## config.mk

```make
export PLATFORM = sky130hd
export DESIGN_NAME = fare_table_writer
export DESIGN_NICKNAME = d
export VERILOG_FILES = /design/src/rtl/fare_pkg.sv /design/src/rtl/fare_calc.sv /design/src/rtl/fare_table_writer.sv
export SDC_FILE = /design/constraint.sdc
export NUM_CORES = 1
export LEC_CHECK = 0
export BUFFER_PORTS_ARGS = -buffer_cell sky130_fd_sc_hd__clkbuf_2
export CORE_UTILIZATION = 62
export CTS_CLUSTER_DIAMETER = 50
export DETAILED_ROUTE_END_ITERATION = 10
export PLACE_DENSITY = 0.86
export SYNTH_ARGS = -nofsm -noshare
export SYNTH_HDL_FRONTEND = slang
export SYNTH_HIERARCHICAL = 1
export SYNTH_SLANG_ARGS = --single-unit
```

## constraint.sdc

```tcl
create_clock -name clk -period 6.5 [get_ports clk]
set_clock_uncertainty 0.2 [all_clocks]
set_input_delay 0.325 -clock clk [delete_from_list [all_inputs] [get_ports clk]]
set_output_delay 0.325 -clock clk [all_outputs]
set_load 0.01 [all_outputs]
```

## src/rtl/fare_pkg.sv

```systemverilog
// Shared definitions for the fare table builder: bus widths, line offsets,
// the sequencer state type and the hop-distance helper.
package fare_pkg;

    localparam int ADDR_W = 19;
    localparam int DATA_W = 12;
    localparam int FARE_W = 4;

    // Global station index of the first station of each line.
    localparam int LINE_OFS [4] = '{0, 27, 53, 82};

    typedef enum logic [1:0] {
        IDLE  = 2'd0,
        FILL  = 2'd1,
        CHECK = 2'd2,
        DONE  = 2'd3
    } fare_state_e;

    function automatic logic [ADDR_W-1:0] abs_diff(input logic [ADDR_W-1:0] a,
                                                   input logic [ADDR_W-1:0] b);
        return (a > b) ? (a - b) : (b - a);
    endfunction

endpackage

```

## src/rtl/fare_calc.sv

```systemverilog
// Combinational fare tier lookup from start/end station indices.
module fare_calc
    import fare_pkg::*;
#(
    parameter int T1 = 5,
    parameter int T2 = 10,
    parameter int T3 = 15,
    parameter int F1 = 2,
    parameter int F2 = 3,
    parameter int F3 = 4,
    parameter int F4 = 5
) (
    input  logic [ADDR_W-1:0] s,
    input  logic [ADDR_W-1:0] e,
    output logic [FARE_W-1:0] fare
);

    logic [ADDR_W-1:0] dist_s;

    assign dist_s = abs_diff(s, e);

    // Tier selection; a trip to the same station is free.
    always_comb begin
        fare = {FARE_W{1'b0}};
        if (dist_s == {ADDR_W{1'b0}}) begin
            fare = {FARE_W{1'b0}};
        end else if (dist_s <= ADDR_W'(T1)) begin
            fare = FARE_W'(F1);
        end else if (dist_s <= ADDR_W'(T2)) begin
            fare = FARE_W'(F2);
        end else if (dist_s <= ADDR_W'(T3)) begin
            fare = FARE_W'(F3);
        end else begin
            fare = FARE_W'(F4);
        end
    end

endmodule

```

## src/rtl/fare_table_writer.sv

```systemverilog
// Fills the STATIONS x STATIONS fare RAM, one write per cycle, and optionally
// reads it back for verification when FARE_TABLE_READBACK_EN is defined.
module fare_table_writer
    import fare_pkg::*;
#(
    parameter int STATIONS   = 100,
    parameter int ROW_STRIDE = 100,
    parameter int T1         = 5,
    parameter int T2         = 10,
    parameter int T3         = 15,
    parameter int F1         = 2,
    parameter int F2         = 3,
    parameter int F3         = 4,
    parameter int F4         = 5
) (
    input  logic              clk,
    input  logic              rst_n,
    input  logic              start,
    output logic              busy,
    output logic              done,
    output logic              err,
    output logic              ram_we,
    output logic [ADDR_W-1:0] ram_addr,
    output logic [DATA_W-1:0] ram_din,
    input  logic [DATA_W-1:0] ram_dout
);

    localparam logic [ADDR_W-1:0] LAST_IDX = ADDR_W'(STATIONS - 1);
    localparam logic [ADDR_W-1:0] STRIDE   = ADDR_W'(ROW_STRIDE);

    fare_state_e       state_r, state_nxt_s;
    logic [ADDR_W-1:0] s_r, e_r, row_r;
    logic [ADDR_W-1:0] s_nxt_s, e_nxt_s, row_nxt_s;
    logic              rd_vld_r, rd_vld_nxt_s;
    logic              busy_r, done_r, err_r, we_r;
    logic              busy_nxt_s, done_nxt_s, err_nxt_s, we_nxt_s;
    logic [ADDR_W-1:0] addr_r, addr_nxt_s;
    logic [DATA_W-1:0] din_r, din_nxt_s;
    logic [FARE_W-1:0] fare_s;
    logic              at_last_s;
    logic              mismatch_s;
    logic              unused_dout_s;

    // Fare for the cell that will be addressed in the coming cycle.
    fare_calc #(
        .T1(T1), .T2(T2), .T3(T3),
        .F1(F1), .F2(F2), .F3(F3), .F4(F4)
    ) u_fare_calc (
        .s    (s_nxt_s),
        .e    (e_nxt_s),
        .fare (fare_s)
    );

`ifdef FARE_TABLE_READBACK_EN
    logic [FARE_W-1:0] exp_r, cmp_exp_r;
    logic              cmp_vld_r;

    // Expected-fare pipeline aligned with the RAM's one-cycle read latency.
    always_ff @(posedge clk or negedge rst_n) begin
        if (!rst_n) begin
            exp_r     <= {FARE_W{1'b0}};
            cmp_exp_r <= {FARE_W{1'b0}};
            cmp_vld_r <= 1'b0;
        end else begin
            exp_r     <= fare_s;
            cmp_exp_r <= exp_r;
            cmp_vld_r <= rd_vld_r;
        end
    end

    assign mismatch_s    = cmp_vld_r && (ram_dout[FARE_W-1:0] != cmp_exp_r);
    assign unused_dout_s = ^ram_dout[DATA_W-1:FARE_W];
`else
    assign mismatch_s    = 1'b0;
    assign unused_dout_s = ^ram_dout;
`endif

    assign at_last_s = (s_r == LAST_IDX) && (e_r == LAST_IDX);

    // Sequencer next state, counter stepping and next RAM command.
    always_comb begin
        state_nxt_s  = state_r;
        s_nxt_s      = s_r;
        e_nxt_s      = e_r;
        row_nxt_s    = row_r;
        we_nxt_s     = 1'b0;
        rd_vld_nxt_s = 1'b0;
        done_nxt_s   = done_r;
        err_nxt_s    = err_r;

        case (state_r)
            IDLE: begin
                if (start) begin
                    state_nxt_s = FILL;
                    s_nxt_s     = {ADDR_W{1'b0}};
                    e_nxt_s     = {ADDR_W{1'b0}};
                    row_nxt_s   = {ADDR_W{1'b0}};
                    we_nxt_s    = 1'b1;
                    done_nxt_s  = 1'b0;
                    err_nxt_s   = 1'b0;
                end else begin
                    state_nxt_s = IDLE;
                end
            end
            FILL: begin
                if (at_last_s) begin
`ifdef FARE_TABLE_READBACK_EN
                    state_nxt_s  = CHECK;
                    s_nxt_s      = {ADDR_W{1'b0}};
                    e_nxt_s      = {ADDR_W{1'b0}};
                    row_nxt_s    = {ADDR_W{1'b0}};
                    rd_vld_nxt_s = 1'b1;
`else
                    state_nxt_s  = DONE;
`endif
                end else if (e_r == LAST_IDX) begin
                    s_nxt_s   = s_r + {{(ADDR_W-1){1'b0}}, 1'b1};
                    e_nxt_s   = {ADDR_W{1'b0}};
                    row_nxt_s = row_r + STRIDE;
                    we_nxt_s  = 1'b1;
                end else begin
                    e_nxt_s   = e_r + {{(ADDR_W-1){1'b0}}, 1'b1};
                    we_nxt_s  = 1'b1;
                end
            end
            CHECK: begin
                // Once the last read is issued, one more cycle drains its compare.
                if (!rd_vld_r) begin
                    state_nxt_s = DONE;
                end else if (at_last_s) begin
                    rd_vld_nxt_s = 1'b0;
                end else if (e_r == LAST_IDX) begin
                    s_nxt_s      = s_r + {{(ADDR_W-1){1'b0}}, 1'b1};
                    e_nxt_s      = {ADDR_W{1'b0}};
                    row_nxt_s    = row_r + STRIDE;
                    rd_vld_nxt_s = 1'b1;
                end else begin
                    e_nxt_s      = e_r + {{(ADDR_W-1){1'b0}}, 1'b1};
                    rd_vld_nxt_s = 1'b1;
                end
            end
            DONE: begin
                state_nxt_s = IDLE;
                done_nxt_s  = 1'b1;
            end
            default: begin
                state_nxt_s = IDLE;
            end
        endcase

        err_nxt_s  = err_nxt_s | mismatch_s;
        busy_nxt_s = (state_nxt_s == FILL) || (state_nxt_s == CHECK);
        addr_nxt_s = row_nxt_s + e_nxt_s;
        din_nxt_s  = we_nxt_s ? {{(DATA_W-FARE_W){1'b0}}, fare_s} : {DATA_W{1'b0}};
    end

    // State, counters and registered outputs.
    always_ff @(posedge clk or negedge rst_n) begin
        if (!rst_n) begin
            state_r  <= IDLE;
            s_r      <= {ADDR_W{1'b0}};
            e_r      <= {ADDR_W{1'b0}};
            row_r    <= {ADDR_W{1'b0}};
            rd_vld_r <= 1'b0;
            busy_r   <= 1'b0;
            done_r   <= 1'b0;
            err_r    <= 1'b0;
            we_r     <= 1'b0;
            addr_r   <= {ADDR_W{1'b0}};
            din_r    <= {DATA_W{1'b0}};
        end else begin
            state_r  <= state_nxt_s;
            s_r      <= s_nxt_s;
            e_r      <= e_nxt_s;
            row_r    <= row_nxt_s;
            rd_vld_r <= rd_vld_nxt_s;
            busy_r   <= busy_nxt_s;
            done_r   <= done_nxt_s;
            err_r    <= err_nxt_s;
            we_r     <= we_nxt_s;
            addr_r   <= addr_nxt_s;
            din_r    <= din_nxt_s;
        end
    end

    assign busy     = busy_r;
    assign done     = done_r;
    assign err      = err_r;
    assign ram_we   = we_r;
    assign ram_addr = addr_r;
    assign ram_din  = din_r;

endmodule

```

==> qor.yml, run 1 <==
outcome:
  status: "finished, violations left"
  violations: "negative hold slack"
timing:
  holdWs_ps: -23.7
  setup_tns_ps: 0
  finalCriticalPeriod_ps: 6330
  timing.fmax_mhz: 158
  slew_violations: 0
  hold_viol_final: 40
  worst_pin_slew_ps: 1060
  timing.final.ws_setup_ps: 172
  finalSetupViolations: 0
  relSlewSlack: 0.296
  finalCritPeriodShare: 0.974
synthesis:
  synth_area_sq_mm: 0.00711
  syn_inst: 851
  postSynth.asyncResetShare: 1.00
  yosysWarnings: 6
  synth_seq_cells: 86
  synthFlopType: "dfrtp_1"
  postSynthAreaPerCell_sq_um: 8.36
  yosysSeqAreaShare: 0.303
  synth_edf_count: 0
  synth_cell_type_count: 83
critical_path:
  path_class: "flip-flop to flip-flop"
  crit_chain: "ha_1 > nand2b_1 > nor4_4 > nand2_4 > and2b_1 > a21o_1 > nand2_1 > o21ai_0 > ha_1 > inv_1 > fa_1 > a21o_1 > a221oi_1 > buf_4 > o21ai_1 > xor2_1 > nor4_1 > nand4b_1 > a32o_1 > or4_4 > or3b_1 > and2_1"
  startpoint_type: "flip-flop"
  path_max_fanout: 13
  cp.arrival_ps: 6360
  critPathMaxStageDelay_ps: 460
  cp.required_ps: 6530
  crit_path_end_kind: "flip-flop"
  cp_slowest_cell: "nor4_1"
  path_buf_inv: 2
  critical-path-top-delay-family: "simple AND/OR/NAND/NOR gates"
clock_tree:
  cts_buffer_depth: 2
  cts-htree-levels: 3
  cts_root_buf: "clkbuf_16"
  cts_hold_buf: 0
  clock-sinks: 86
  cts_tree: "built"
  clk_latency_ps: 340
  cts_buffers: 9
  clk_pin_slew_ps: 60
floorplanning:
  core_area_sq_mm: 0.0110
  die_h_microns: 109
  row_count: 38
  dieArea_sq_mm: 0.0119
  start_util: 0.647
  die_w_microns: 109
  pin_count: 50
detailed_routing:
  viasPerCell: 6.69
  finalWirelength_microns: 19700
  routedWlPerCell_microns: 19.1
  vias: 6884
  postRouteAntennaNets: 0
  drtIter0Drc: 799
  route.detailed.drc: 0
  first_pass_iters: 10
power:
  peakVddDrop_v: 0.000190
  powerDensity_mw_per_mm2: 142
  leakagePower_nw: 3.59
placed_design:
  post-place-cells: 1012
  gp_congestion: 0.964
  port_buffers: 28
  place_hpwl_microns: 14300
  place_ws_ps: 317
global_route:
  grt_overflow_total: 0
  grt_max_degree: 87
  track_usage: 0.343
  antenna_found_initial: 0
  grt_pass1_wl_microns: 31500
  use_met3: 0.0622
  first_global_vias: 6456
  grt_util_met1: 0.465
  gr-usage-met2: 0.539
  top_usage_layer: "met2"
final_layout:
  drive_gt1_frac: 0.111
  fin_util: 0.710
  nets: 961
  n_antenna_cell: 0
  area_delta_synth_final_pct: 9.66
  final_cells: 1029
worst_hold_path:
  hold_path.class: "input port to async pin"
run:
  drv_cap: 0
state kept, by name (all words and copies together) (netlist names):
name,count
busy,1
done,1
e_r,19
ram_addr,19
ram_din,4
ram_we,1
rd_vld_r,1
row_r,19
s_r,19
state_r,2
through the flow:
stage	instance area, sq um	hold slack, ps	total power [mW]
floorplan	7140	-171	0.553
global placement	7440	244	0.560
detailed placement	7440	257	0.561
CTS	7760	19.4	1.11
global route	7800	88.3	1.14
finish	7800	-23.7	1.11
kinds of logic (layout without fill, tap and decap cells):
family | after synthesis | count (layout) | synth area share
other | 2 | 10 | 0.00106
adder cells (fa/ha/maj) | 61 | 61 | 0.111
AND/OR/NAND/NOR | 263 | 263 | 0.208
AO/OA/AOI/OAI | 290 | 290 | 0.255
multiplexers | 7 | 7 | 0.00985
flip-flops | 86 | 86 | 0.303
buffers and inverters | 100 | 130 | 0.0612
XOR/XNOR | 42 | 42 | 0.0517
final timing paths:
path / from / endpoint / slack (ps) / depth (start not counted)
setup / recovery: e_r[0] / ram_din[0] / 170 / 22
hold / removal: rst_n / ram_addr[13] / -20 / 1
setup reg to reg: e_r[0] / ram_din[0] / 170 / 22
hold reg to reg: rd_vld_r / state_r[0] / 260 / 1
max in group asynchronous: rst_n / e_r[1] / 5450 / 1
min in group clk: start / state_r[0] / 130 / 3
cell usage in the layout, fill, tap and decap left out, types with 12 or more instances in the layout:
master	Yosys	routed
clkbuf_2	0	27
nor2_1	32	31
xor2_1	17	17
nor4_1	12	12
xnor2_1	25	25
o21ai_0	102	100
nand3_1	39	39
a21oi_1	73	73
a21o_1	19	19
inv_1	61	61
and2_1	14	14
ha_1	58	57
nand4_1	14	14
a31oi_1	18	18
buf_4	10	27
dfrtp_1	86	86
nand2_1	78	78
and3_1	12	12
worst register-to-register path: stages (launching register included):
cell	delay (ps)
dfrtp_1	420
ha_1	230
nand2b_1	160
nor4_4	360
nand2_4	230
and2b_1	400
a21o_1	210
nand2_1	60
o21ai_0	230
ha_1	300
inv_1	90
fa_1	400
a21o_1	210
a221oi_1	380
buf_4	200
o21ai_1	70
xor2_1	170
nor4_1	460
nand4b_1	150
a32o_1	300
or4_4	440
or3b_1	400
and2_1	150
where the power goes:
group / switching (mW) / internal, mW
sequential: 0.0000639 / 0.536
combinational: 0.0136 / 0.000983
clock: 0.203 / 0.356
layer usage:
layer	routed length, microns	vias to the layer above
li1	-	3156
met1	8320	3249
met2	8950	404
met3	1740	75
met4	663	0
met5	0	-
synthesized netlist by cell type, types with 5 or more instances:
cell / instances / share of area
a211oi_1: 5 / 0.0053
a21o_1: 19 / 0.020
a21oi_1: 73 / 0.051
a31oi_1: 18 / 0.016
a41oi_1: 5 / 0.0062
and2_1: 14 / 0.012
and3_1: 12 / 0.011
and4_1: 7 / 0.0086
buf_2: 6 / 0.0042
buf_4: 10 / 0.011
clkbuf_1: 17 / 0.0090
dfrtp_1: 86 / 0.30
ha_1: 58 / 0.10
inv_1: 61 / 0.032
mux2i_1: 7 / 0.0099
nand2_1: 78 / 0.041
nand2b_1: 5 / 0.0044
nand3_1: 39 / 0.027
nand4_1: 14 / 0.012
nor2_1: 32 / 0.017
nor3_1: 7 / 0.0049
nor4_1: 12 / 0.011
o21a_1: 8 / 0.0084
o21ai_0: 102 / 0.072
o21bai_1: 8 / 0.0084
o31ai_1: 6 / 0.0063
or3_1: 5 / 0.0044
xnor2_1: 25 / 0.031
xor2_1: 17 / 0.021
cell type report:
class / count / area [sq um]
Clock inverter: 3 / 67.6
Timing Repair Buffer: 54 / 338
Sequential cell: 86 / 2150
Fill cell: 827 / 3190
Clock buffer: 12 / 256
Tap cell: 140 / 175
Inverter: 61 / 229
Multi-Input combinational cell: 673 / 4580
what timing repair did:
action	CTS	global route
setup endpoints to repair	0	1
gates resized for setup	0	5
buffers inserted	0	2
Power figures use the tool's default switching activity.
==> inputs of run 2 (changes only) <==
--- a/config.mk
+++ b/config.mk
@@ -10,6 +10,7 @@
 export CTS_CLUSTER_DIAMETER = 50
 export DETAILED_ROUTE_END_ITERATION = 10
 export PLACE_DENSITY = 0.86
+export SETUP_SLACK_MARGIN = 0.4
 export SYNTH_ARGS = -nofsm -noshare
 export SYNTH_HDL_FRONTEND = slang
 export SYNTH_HIERARCHICAL = 1
==> qor.yml, run 2 (synthesized netlist as in run 1, its figures left out) <==
clock_tree:
  cts_hold_buf: 0
  clock-sinks: 86
  cts_root_buf: "clkbuf_16"
  clk_latency_ps: 340
  cts_buffer_depth: 2
  cts-htree-levels: 3
  clk_pin_slew_ps: 60
  cts_buffers: 9
  cts_tree: "built"
detailed_routing:
  drtIter0Drc: 835
  first_pass_iters: 8
  routedWlPerCell_microns: 19.7
  postRouteAntennaNets: 0
  finalWirelength_microns: 20400
  route.detailed.drc: 0
  vias: 7028
  viasPerCell: 6.79
timing:
  hold_viol_final: 39
  timing.final.ws_setup_ps: 534
  finalSetupViolations: 0
  slew_violations: 0
  worst_pin_slew_ps: 1060
  rsz0062_at_grt: "no"
  holdWs_ps: -28.5
  finalCriticalPeriod_ps: 5970
  relSlewSlack: 0.296
  timing.fmax_mhz: 168
  finalCritPeriodShare: 0.918
  setup_tns_ps: 0
outcome:
  violations: "negative hold slack"
  status: "finished, violations left"
critical_path:
  path_max_fanout: 9
  startpoint_type: "flip-flop"
  cp.required_ps: 6530
  rrSetupSlack_ps: 530
  path_class: "flip-flop to flip-flop"
  crit_path_end_kind: "flip-flop"
  cp.arrival_ps: 5990
floorplanning:
  die_h_microns: 109
  core_area_sq_mm: 0.0110
  pin_count: 50
  dieArea_sq_mm: 0.0119
  row_count: 38
  die_w_microns: 109
  start_util: 0.647
global_route:
  antenna_found_initial: 0
  track_usage: 0.348
  first_global_vias: 6500
  grt_max_degree: 87
  grt_pass1_wl_microns: 31900
  grt_overflow_total: 0
final_layout:
  area_delta_synth_final_pct: 11.7
  nets: 967
  final_common_cell: "o21ai_0"
  drive_gt1_frac: 0.135
  mostFrequentLayoutCells: "o21ai_0, dfrtp_1, nand2_1"
  n_antenna_cell: 0
  nFillCells: 799
placed_design:
  gp_congestion: 0.964
  place_ws_ps: 317
  place_hpwl_microns: 14300
  port_buffers: 28
power:
  p_total_mw: 1.11
  leakagePower_nw: 3.61
  p_sw_mw: 0.218
  p_clk_frac: 0.504
  powerDensity_mw_per_mm2: 140
  p_int_mw: 0.892
  peakVddDrop_v: 0.000190
  p_comb_frac: 0.013
  p_seq_frac: 0.482
  switching_share: 0.196
run:
  drv_cap: 0
worst_hold_path:
  hold_path.class: "input port to async pin"
[run 2: cell types whose count changed in the layout (fill, tap and decap cells not counted), moves of 2 or more]
cell	delta
nor4b_2	+2
ha_1	-5
o31ai_1	-2
nor4b_1	-2
ha_2	+3
o21ai_1	+5
o21ai_0	-6
o31ai_2	+2
buf_4	+5
ha_4	+2
[run 2: final cells by class]
type / instances / area (sq um) / area share
Clock buffer: 12 / 256 / 0.0323
Clock inverter: 3 / 67.6 / 0.00851
Inverter: 61 / 229 / 0.0288
Multi-Input combinational cell: 673 / 4670 / 0.589
Sequential cell: 86 / 2150 / 0.271
Tap cell: 140 / 175 / 0.0221
Timing Repair Buffer: 60 / 387 / 0.0487
[run 2: final timing paths]
kind | cells past startpoint | endpoint | start
hold / removal | 1 | ram_addr[13] | rst_n
setup / recovery | 22 | ram_din[0] | e_r[0]
hold reg to reg | 1 | state_r[0] | rd_vld_r
min in group clk | 3 | state_r[0] | start
setup reg to reg | 22 | ram_din[0] | e_r[0]
max in group asynchronous | 1 | e_r[1] | rst_n
[run 2: metal layers]
metal / routed length [microns] / part of all wire / track usage
met2: 9200 / 0.45 / 0.552
met3: 1900 / 0.093 / 0.0586
met5: 0 / 0 / 0
met4: 859 / 0.042 / 0.142
met1: 8410 / 0.41 / 0.470
[run 2: power groups by stage]
stage	sequential [mW]	combinational, mW	clock [mW]
global route	0.535	0.0177	0.585
CTS	0.536	0.0150	0.560
finish	0.536	0.0146	0.560
floorplan	0.546	0.00726	0
detailed placement	0.546	0.0150	0
global placement	0.546	0.0146	0
[run 2: per-stage QoR]
stage / instance area [sq um] / util / instances
global placement: 7440 / 0.677 / 1012
detailed placement: 7440 / 0.677 / 1012
CTS: 7800 / 0.710 / 1028
finish: 7940 / 0.723 / 1035
global route: 7940 / 0.723 / 1035
floorplan: 7140 / - / 859
[run 2: worst max-delay path, cell delays in order, from the launching register on]
cell      delay [ps]
dfrtp_1          420
ha_1             240
nand2b_1         170
nor4_4           340
nand2_4          190
and2b_2          330
a21o_1           180
nand2_1           70
o21ai_1          230
ha_1             260
inv_1             80
fa_1             420
a21o_1           220
a221oi_2         280
buf_4            180
o21ai_1           70
xor2_1           180
nor4_2           380
nand4b_1         140
a32o_1           300
or4_4            440
or3b_1           390
and2_1           150
[run 2: what timing repair did]
| action | CTS | global route |
|---|---|---|
| pin swaps | 1 | 4 |
| buffers inserted | 1 | 7 |
| gates resized for setup | 8 | 24 |
| setup endpoints to repair | 2 | 3 |
==> inputs of run 3 (changes only) <==
--- a/config.mk
+++ b/config.mk
@@ -9,7 +9,7 @@
 export CORE_UTILIZATION = 62
 export CTS_CLUSTER_DIAMETER = 50
 export DETAILED_ROUTE_END_ITERATION = 10
-export PLACE_DENSITY = 0.86
+export PLACE_DENSITY = 0.81
 export SETUP_SLACK_MARGIN = 0.4
 export SYNTH_ARGS = -nofsm -noshare
 export SYNTH_HDL_FRONTEND = slang
==> qor.yml, run 3 (synthesized netlist as in run 1, its figures left out) <==
critical_path:
  cp.arrival_ps: 5970
  worstReg2RegStart: "e_r[3]"
  cp.required_ps: 6530
  startpoint: "e_r[3]"
  crit_chain: "nor4_1 > and3_2 > nand2_4 > or4_1 > o21ai_2 > inv_1 > ha_2 > nand4_4 > or2_4 > o41a_1 > o21ai_2 > nand2_4 > or3b_1 > a32o_1 > or4_4 > or3b_1 > and2_1"
  startpoint_type: "flip-flop"
  critPathMaxStageDelay_ps: 610
  path_max_fanout: 13
  path_class: "flip-flop to flip-flop"
  cp_slowest_cell: "or4_1"
  rr_worst_depth: 17
  crit_path_end_kind: "flip-flop"
timing:
  timing.fmax_mhz: 168
  setup_tns_ps: 0
  worst_pin_slew_ps: 1060
  relSlewSlack: 0.291
  finalCriticalPeriod_ps: 5940
  rsz0062_at_grt: "no"
  finalSetupViolations: 0
  finalCritPeriodShare: 0.913
  holdWs_ps: -8.98
  hold_viol_final: 25
  timing.final.ws_setup_ps: 563
  slew_violations: 0
final_layout:
  final_common_cell: "o21ai_0"
  nets: 969
  drive_gt1_frac: 0.130
  nFillCells: 820
  mostFrequentLayoutCells: "o21ai_0, dfrtp_1, nand2_1"
  n_antenna_cell: 0
  postLayoutCellArea_sq_mm: 0.00788
  area_delta_synth_final_pct: 10.8
clock_tree:
  cts_buffers: 9
  clock-sinks: 86
  cts_root_buf: "clkbuf_16"
  clk_latency_ps: 340
  cts_hold_buf: 0
  cts-htree-levels: 3
  cts_tree: "built"
  clk_pin_slew_ps: 60
  cts_buffer_depth: 2
power:
  p_sw_mw: 0.214
  p_int_mw: 0.814
  powerDensity_mw_per_mm2: 130
  p_total_mw: 1.03
  peakVddDrop_v: 0.000179
  p_clk_frac: 0.464
  p_comb_frac: 0.014
  switching_share: 0.209
  p_seq_frac: 0.521
  leakagePower_nw: 3.62
detailed_routing:
  route.detailed.drc: 0
  finalWirelength_microns: 19700
  viasPerCell: 6.55
  postRouteAntennaNets: 0
  drtIter0Drc: 821
  first_pass_iters: 7
  routedWlPerCell_microns: 19.0
  vias: 6791
floorplanning:
  die_h_microns: 109
  row_count: 38
  pin_count: 50
  dieArea_sq_mm: 0.0119
  start_util: 0.647
  core_area_sq_mm: 0.0110
  die_w_microns: 109
worst_hold_path:
  hold_path.class: "input port to async pin"
placed_design:
  place_hpwl_microns: 14500
  gp_congestion: 0.957
  place_area_sq_mm: 0.00744
  place_ws_ps: 297
  port_buffers: 28
global_route:
  track_usage: 0.344
  grt_pass1_wl_microns: 31100
  grt_max_degree: 87
  grt_overflow_total: 0
  antenna_found_initial: 0
  first_global_vias: 6432
outcome:
  violations: "negative hold slack"
  status: "finished, violations left"
run:
  drv_cap: 0
run 3: worst max-delay path, delay by kind of cell (launching register included):
kind / cells / cell delay (ps)
AND/OR/NAND/NOR: 11 / 3490
AO/OA/AOI/OAI: 4 / 1100
flip-flops: 1 / 480
adder cells (fa/ha/maj): 1 / 470
buffers and inverters: 1 / 80
run 3: area by class of cell:
class,count,area (sq um),area share
flip-flops and latches,86,2150,0.273
repair buffers,62,398,0.0505
clock buffers,12,256,0.0325
well taps,140,175,0.0222
inverters,61,229,0.0291
multi-input cells,673,4650,0.590
clock inverters,3,20.0,0.00254
run 3: routing by layer:
metal  track usage  vias to the layer above  wire, microns
met1         0.403                     3206           7870
met2         0.587                      335           9640
li1              -                     3176              -
met5             0                        -              0
met3        0.0496                       74           1130
met4         0.218                        0           1050
run 3: timing repair:
| item | 4_1_cts | 5_1_grt |
|---|---|---|
| pin swaps | 2 | 4 |
| resized for setup | 7 | 16 |
| buffers inserted | 1 | 9 |
| setup endpoints to repair | 2 | 3 |
run 3: path summary, 6_finish.rpt:
check                              end  slack (ps)
setup / recovery            ram_din[0]         560
hold / removal             ram_addr[2]          -9
setup reg to reg            ram_din[0]         560
hold reg to reg             state_r[0]         290
max in group asynchronous      s_r[18]        5440
min in group clk            state_r[0]         190
run 3: power by group through the flow:
stage | Combinational [mW] | Clock, mW | Sequential [mW]
2_1_floorplan | 0.00726 | 0 | 0.546
3_3_place_gp | 0.0148 | 0 | 0.546
3_5_place_dp | 0.0151 | 0 | 0.546
4_1_cts | 0.0151 | 0.480 | 0.536
5_1_grt | 0.0174 | 0.502 | 0.535
6_report | 0.0147 | 0.477 | 0.536
run 3: per-stage QoR:
step	std cells	utilization
4_1_cts	1028	0.705
2_1_floorplan	859	-
3_5_place_dp	1012	0.677
5_1_grt	1037	0.718
6_report	1037	0.718
3_3_place_gp	1012	0.677
